`src/rtl/sfp_norm_row.sv`:
```
// Row normalizer: captures a psum row, forms its abs-sum, divides each lane by (local + peer) sum.
// Latency col+1 cycles from div accept to the valid pulse; no backpressure, acc/div are ignored while busy.
module sfp_norm_row #(
    parameter int bw_psum = 20,
    parameter int col     = 8,
    parameter int frac    = 8
) (
    input  logic                   clk,
    input  logic                   reset,
    input  logic [bw_psum*col-1:0] in,
    input  logic                   acc,
    input  logic                   div,
    input  logic [bw_psum+3:0]     sum_in,
    output logic [bw_psum+3:0]     sum_out,
    output logic [bw_psum*col-1:0] out,
    output logic                   busy,
    output logic                   valid
);

    localparam int sw = bw_psum + 4;
    localparam int cw = (col > 1) ? $clog2(col) : 1;
    localparam int dw = bw_psum + frac + 5;

    typedef enum logic [1:0] {IDLE, SUMRDY, DIV, DONE} state_t;

    state_t state_q, state_nxt;

    logic [bw_psum*col-1:0] row_q;
    logic [bw_psum*col-1:0] out_q;
    logic [sw-1:0]          sum_q;
    logic [sw-1:0]          total_q;
    logic [cw-1:0]          cnt_q;
    logic                   valid_q;

    logic load_row, load_total, lane_we, set_valid, last_lane;

    logic [bw_psum:0]         lane_ext;
    logic [bw_psum:0]         lane_abs;
    logic [sw-1:0]            abs_sum;
    logic signed [bw_psum-1:0] lane_val;
    logic signed [dw-1:0]     num_ext;
    logic signed [dw-1:0]     den_ext;
    logic [bw_psum-1:0]       lane_res;

    // Abs-sum of the incoming row; bw_psum+4 bits cannot overflow for the lane counts used.
    always_comb begin
        abs_sum  = '0;
        lane_ext = '0;
        lane_abs = '0;
        for (int k = 0; k < col; k++) begin
            lane_ext = {in[bw_psum*k+bw_psum-1], in[bw_psum*k +: bw_psum]};
            lane_abs = lane_ext[bw_psum] ? -lane_ext : lane_ext;
            abs_sum  = abs_sum + sw'(lane_abs);
        end
    end

    // One lane per cycle: signed (lane <<< frac) over the unsigned total, truncated toward zero.
    always_comb begin
        lane_val = row_q[cnt_q*bw_psum +: bw_psum];
        num_ext  = {{(dw-bw_psum){lane_val[bw_psum-1]}}, lane_val} <<< frac;
        den_ext  = {{(dw-sw){1'b0}}, total_q};
        lane_res = '0;
        if (total_q != '0) begin
            lane_res = bw_psum'(num_ext / den_ext);
        end
    end

    assign last_lane = (cnt_q == cw'(col - 1));

    always_ff @(posedge clk) begin
        if (reset) begin
            state_q <= IDLE;
        end else begin
            state_q <= state_nxt;
        end
    end

    always_comb begin
        state_nxt  = state_q;
        load_row   = 1'b0;
        load_total = 1'b0;
        lane_we    = 1'b0;
        set_valid  = 1'b0;
        case (state_q)
            IDLE: begin
                if (acc) begin
                    load_row  = 1'b1;
                    state_nxt = SUMRDY;
                end
            end
            SUMRDY: begin
                if (div) begin
                    load_total = 1'b1;
                    state_nxt  = DIV;
                end else if (acc) begin
                    load_row = 1'b1;
                end
            end
            DIV: begin
                lane_we = 1'b1;
                if (last_lane) begin
                    state_nxt = DONE;
                end
            end
            DONE: begin
                set_valid = 1'b1;
                state_nxt = IDLE;
            end
            default: state_nxt = IDLE;
        endcase
    end

    always_ff @(posedge clk) begin
        if (reset) begin
            row_q   <= '0;
            sum_q   <= '0;
            total_q <= '0;
            out_q   <= '0;
            cnt_q   <= '0;
            valid_q <= 1'b0;
        end else begin
            valid_q <= set_valid;
            if (load_row) begin
                row_q <= in;
                sum_q <= abs_sum;
            end
            // sum_in is only looked at here, on the div-accept edge.
            if (load_total) begin
                total_q <= sum_q + sum_in;
                cnt_q   <= '0;
            end
            if (lane_we) begin
                out_q[cnt_q*bw_psum +: bw_psum] <= lane_res;
                cnt_q <= last_lane ? '0 : cnt_q + cw'(1);
            end
        end
    end

    assign sum_out = sum_q;
    assign out     = out_q;
    assign busy    = (state_q == DIV);
    assign valid   = valid_q;

endmodule

```
`config.mk`:
```
export PLATFORM = sky130hd
export DESIGN_NAME = sfp_norm_row
export DESIGN_NICKNAME = d
export VERILOG_FILES = /design/src/rtl/sfp_norm_row.sv
export SDC_FILE = /design/constraint.sdc
export NUM_CORES = 2
export LEC_CHECK = 0
export ABC_AREA = 1
export CAP_MARGIN = 20
export CORE_MARGIN = 5
export CORE_UTILIZATION = 60
export CTS_CLUSTER_SIZE = 14
export DETAILED_ROUTE_END_ITERATION = 8
export PLACE_DENSITY_LB_ADDON = 0.25
export REMOVE_ABC_BUFFERS = 1
export SETUP_SLACK_MARGIN = 0.4
export SLEW_MARGIN = 10
export SYNTH_ARGS = -nofsm -noshare
export SYNTH_HDL_FRONTEND = slang
export SYNTH_SLANG_ARGS = --single-unit
```
`constraint.sdc`:
```
create_clock -name clk -period 161.6 [get_ports clk]
set_input_delay 32.32 -clock clk [delete_from_list [all_inputs] [get_ports clk]]
set_output_delay 32.32 -clock clk [all_outputs]
set_load 0.02 [all_outputs]
```
======== After elaboration in Yosys (flattened, before gate mapping) ========
Cells that the tools add are included.
Widths: inputs -> output; s select.
storage, ports and cells
  register bits after elaboration ......... 374
  input bits .............................. 188
  output and inout bits ................... 186
  word-level logic and storage cells ...... 65
cells by class
  add/subtract/negate cells ............... 18
  $mul .................................... 1
  div/mod/pow operators ................... 1
  eq/ne operators ......................... 7
  shifts and indexed selects .............. 3
  mux-type cells .......................... 24
  reductions and logical operators ........ 4
operator list
  cell                       number
  $mux 21                    8
  $neg 21->21                8
  $bwmux 160                 1
  $shift 20x34->160 const A  1
  $shiftx 160x9->20          1
  $shiftx 20x34->160         1
  $add 24x21->24             4
  $neg 8->34                 1
  $div 33x25->33             1
  $add 23x21->24             1
  $add 24x24->24             1
  $reduce_bool 24->1         1
  $add 22x21->23             1
  $add 21x21->22             1
  $mux 20                    1
  $mux 3                     3
  $pmux 2 s4                 1
  $mul 3x3->6 const B        1
  $mux 1                     6
  $mux 2                     3
  $eq 2x2->1 const B         2
  $ne 2x2->1 const B         2
  $add 3x1->3 const B        1
  $eq 3x3->1 const B         1
  6 further kinds            6

======== Longest topological paths before layout ========
  depth after elaboration ................. 9
  mapped depth ............................ 663
  gate-level depth less buffers ........... 636

======== Worst setup path before layout ========
No wires, ideal clock.
  path kind ............................... register to register
  start ................................... reg total_q[0]
  end ..................................... reg out_q[22] (netlist: out[22])
  library setup time ...................... 0.070 ns
  data arrival time ....................... 82.809 ns
  data required time ...................... 161.530 ns
  setup slack ............................. 78.721 ns
  cell stages (with the launch flop) ...... 629
  buffers on the path ..................... 40
  clock period less this slack ............ 82.879 ns
  path through ............................ dfxtp_1 inv_1 clkbuf_1 buf_1 ha_1 nand2_1 nor2_4 nand4_1 a21oi_1 ha_1 o21ai_0 a21oi_1 and3_1 inv_1 or2_1 inv_1 ha_1 inv_1 [593 not listed] nand3_4 inv_2 ha_1 nand4_1 nor3_2 nand3_1 nand2_1 nand2_1 a21oi_1 o21ai_1 a21oi_1 nand2_1 o21ai_1 o21ai_1 nor2_1 a21oi_1 or2_1 a21oi_1
between the ends
  cells in the longest elaborated chain, start to end .. 4
  elaborated cells on any way between the ends .. 5
  those cells by class .................... 1 x div; 1 x shift; 2 x mux; 1 x reduce/logical
ends and longest elaborated chain
  what                                                         line    source
  start, declared                                              31      logic [sw-1:0] total_q;
  start signal, assigned                                       129     total_q <= sum_q + sum_in;
  $div 33x25->33 / $reduce_bool 24->1 (equally long branches)  64, 63
  $mux 20 (*)                                                  63      if (total_q != '0) begin
  $shiftx 20x34->160 (*)                                       133     out_q[cnt_q*bw_psum +: bw_psum] <= lane_res;
  $bwmux 160 (*)                                               133
  end signal, assigned by index                                133
  end, declared                                                29      logic [bw_psum*col-1:0] out_q;
Every way passes the cells marked *; elsewhere a longest branch is shown, timed or not.
A chain may end at the register's enable or synchronous reset.

======== Final worst setup path ========
  start ................................... reg cnt_q[0]
  end ..................................... reg out_q[22] (netlist: out[22])
between the ends
  cells in the longest elaborated chain, start to end .. 6
  elaborated cells on any way between the ends .. 8
  those cells by class .................... 1 x add/sub; 1 x mul; 1 x div; 3 x shift; 2 x mux
ends and longest elaborated chain
  what                    line     source
  start, declared         32       logic [cw-1:0] cnt_q;
  start signal, assigned  134      cnt_q <= last_lane ? '0 : cnt_q + cw'(1);
  $mul 3x3->6 (*)         59, 133
  $shiftx 160x9->20       59       lane_val = row_q[cnt_q*bw_psum +: bw_psum];
  $div 33x25->33          64       lane_res = bw_psum'(num_ext / den_ext);
  $mux 20                 63
  $shiftx 20x34->160      133
  $bwmux 160 (*)          133
Marked as above.

==> impl_results.md <==
* Outcome: finished, final reports clean
* Vias in the first global route at 53580
* Resize count post-CTS at 0
* Initial core utilization at 0.6068
* Multi-input gate area at 40320 µm²
* 1st-pass router iterations at 9
* RSZ-0062 raised after global routing: false
* Min cycle time layout at 101.20 ns
* Main area contributors after synthesis: dfxtp_1 (14%), ha_1 (13%), nand2_1 (12%)
* Clock sinks at 374
* IO buf count at 373
* GPL Wtd Cong at 1.013
* Reg area at 7492 µm²
* Initial antenna violation count at 13
* Crit path top cell by count: nand2_1
* Cell with the most instances after synthesis: nand2_1
* Largest net degree at the start of global routing at 115
* Final setup vio count at 0
* Chip height at 309.4 µm
* CP required at 162.12 ns
* Final #Nets at 9574
* Final Hold Viols at 0
* Clk slew on worst S/H paths at 0.06 ns
* GRT Util Overall at 0.3693
* Vias at 57450
* Clock Path Buffers at 3
* CTS tree: built
* Hold WC Path Type: flip-flop to flip-flop
* Max incr delay on CP at 0.93 ns
* Clk_lat worst skew at 0.62 ns
* Post-CTS Setup Repair Bufs at 0
* Critical Path AT at 101.72 ns
* Sequential area share after synthesis at 0.1392
* Max-cap violations at 0
* Placed cell count at 9801
* Post-synth EDFFs at 0
* Synth top area share at 0.1392
* Synth Cell Area at 53800 µm²
* Post-synth top cells: nand2_1 (1661), inv_1 (1165), a21oi_1 (835)
* Inserted Clock Buffers at 42
* DRT antenna net count at 0
* Fmax at 0.009882 GHz
* Die area at 95750 µm²
* # DRC at 0
* Placement row count at 109
* Synth async-reset ratio at 0
* Yosys warning count at 0
* Setup TNS at 0 ns
* Synthesized flop and latch total at 374
* CTS root buffer: clkbuf_16
* Fraction of layout cells with a size suffix above 1 at 0.05176
* CP max FO at 71
* Via density per instance at 5.809
* Synth area leader: dfxtp_1
* Max transition margin at 0.2050
* Worst setup path class: flip-flop to flip-flop
* I/O pin count at 374
* Yosys cell types at 84
* Placed wire-length estimate at 143500 µm
* Core ar. at 88650 µm²
* Slew @ Worst Pin at 1.180 ns
* Crit start category: flip-flop
* Slew Viols, Final at 0
* Final wirelength at 185100 µm
* Synth Instances at 8461
* Final worst slack at 60.40 ns
* Die X at 309.4 µm
* Fin crit share at 0.6262
* Hold Buf Count CTS at 0
* Final core utilization at 0.6729
* First-pass GRT wire length at 286100 µm
* Htree depth at 2
* Total grt overflow at 0
* Initial DRC Count at 5651
* Final setup skew at 0.04916 ns
* Crit. End Element: flip-flop
* Pre-CTS WS at 62.63 ns
* Most used DFF post-synth: dfxtp_1
* Slowest CP cell: dfxtp_4
* Fill count at 8046
* Area Growth Syn to Fin at 10.89%
* Routed len/inst at 18.72 µm
* Post-synthesis average cell area at 6.358 µm²
* Post-route non-filler standard cell count at 9891
sequential cells by signal (all words and copies together), names as in the netlist:
name     count
row_q      160
sum_out     24
out        160
cnt_q        3
state_q      2
total_q     24
valid        1
stage by stage:
stage / hold WS, ns / cell area (µm²)
2_1_floorplan: 0.4265 / 52440
3_3_place_gp: 0.4388 / 58090
3_5_place_dp: 0.4434 / 58090
4_1_cts: 0.4527 / 59620
5_1_grt: 0.4639 / 59650
6_report: 0.4511 / 59650
per-layer routing:
layer | vias to the layer above | GRT usage | wire length [µm] | part of all wire
li1 | 28240 | - | - | -
met1 | 26080 | 0.4773 | 75870 | 0.41
met2 | 2594 | 0.5955 | 81060 | 0.44
met3 | 538 | 0.06990 | 17660 | 0.095
met4 | 2 | 0.1802 | 10520 | 0.057
met5 | - | 0 | 13 | 0.000070
cell type report:
cell class	instances	area share
Multi-Input combinational cell	6594	0.6759
Sequential cell	374	0.1256
Clock buffer	52	0.01942
Inverter	1241	0.07845
Timing Repair Buffer	427	0.06934
Tap cell	1165	0.02444
Clock inverter	25	0.006272
Antenna cell	13	0.0005454
critical path: cells and delay by family, from the launching register on:
family / cells / cell delay, ns
compound gates: 244 / 45.23
xor+xnor: 1 / 0.17
fa+ha+maj: 33 / 9.97
buf+inv: 110 / 15.06
flops: 1 / 0.93
simple gates: 224 / 29.35
cell families (layout without fill, tap and decap cells):
group,Yosys count,count (layout),share of synthesized area
AO/OA/AOI/OAI,2038,2038,0.2078
XOR/XNOR,559,559,0.09101
other,2,26,0.0001396
adder cells (fa/ha/maj),706,706,0.1819
multiplexers,3,3,0.0005582
flip-flops,374,374,0.1392
AND/OR/NAND/NOR,3275,3275,0.2665
buffers and inverters,1504,1745,0.1128
cells in the final DEF, fill, tap and decap left out, types with 31 or more instances in the layout:
cell             synthesis  routed
fa_1                   127     127
o31ai_1                 33      33
buf_4                   24      55
a21o_1                  41      41
a31oi_1                 41      39
nor4_1                  31      31
or2_2                   67      67
dfxtp_1                374     372
nand2_2                 56      56
ha_1                   579     579
nor3_1                 105     105
inv_2                   55      56
nand3_1                366     366
clkdlybuf4s50_1          0     372
o211ai_1                43      43
nand4_1                 90      90
xnor2_1                239     239
nand2_1               1661    1660
nor2_1                 764     763
xor2_1                 320     319
o21ai_1                 83      83
o21bai_1                77      77
clkbuf_16                0      42
o21ai_0                764     764
inv_1                 1165    1164
a21oi_1                835     834
worst paths after layout:
check	end	from	slack [ns]	cells after the start
worst max-delay path	out[22]	cnt_q[0]	60.40	612
worst min-delay path	row_q[44]	row_q[44]	0.45	2
worst max register to register	out[22]	cnt_q[0]	60.40	612
worst min register to register	row_q[44]	row_q[44]	0.45	2
Power is not shown: default switching activity piles up to over one toggle a cycle in this logic, so the estimate is an artifact.
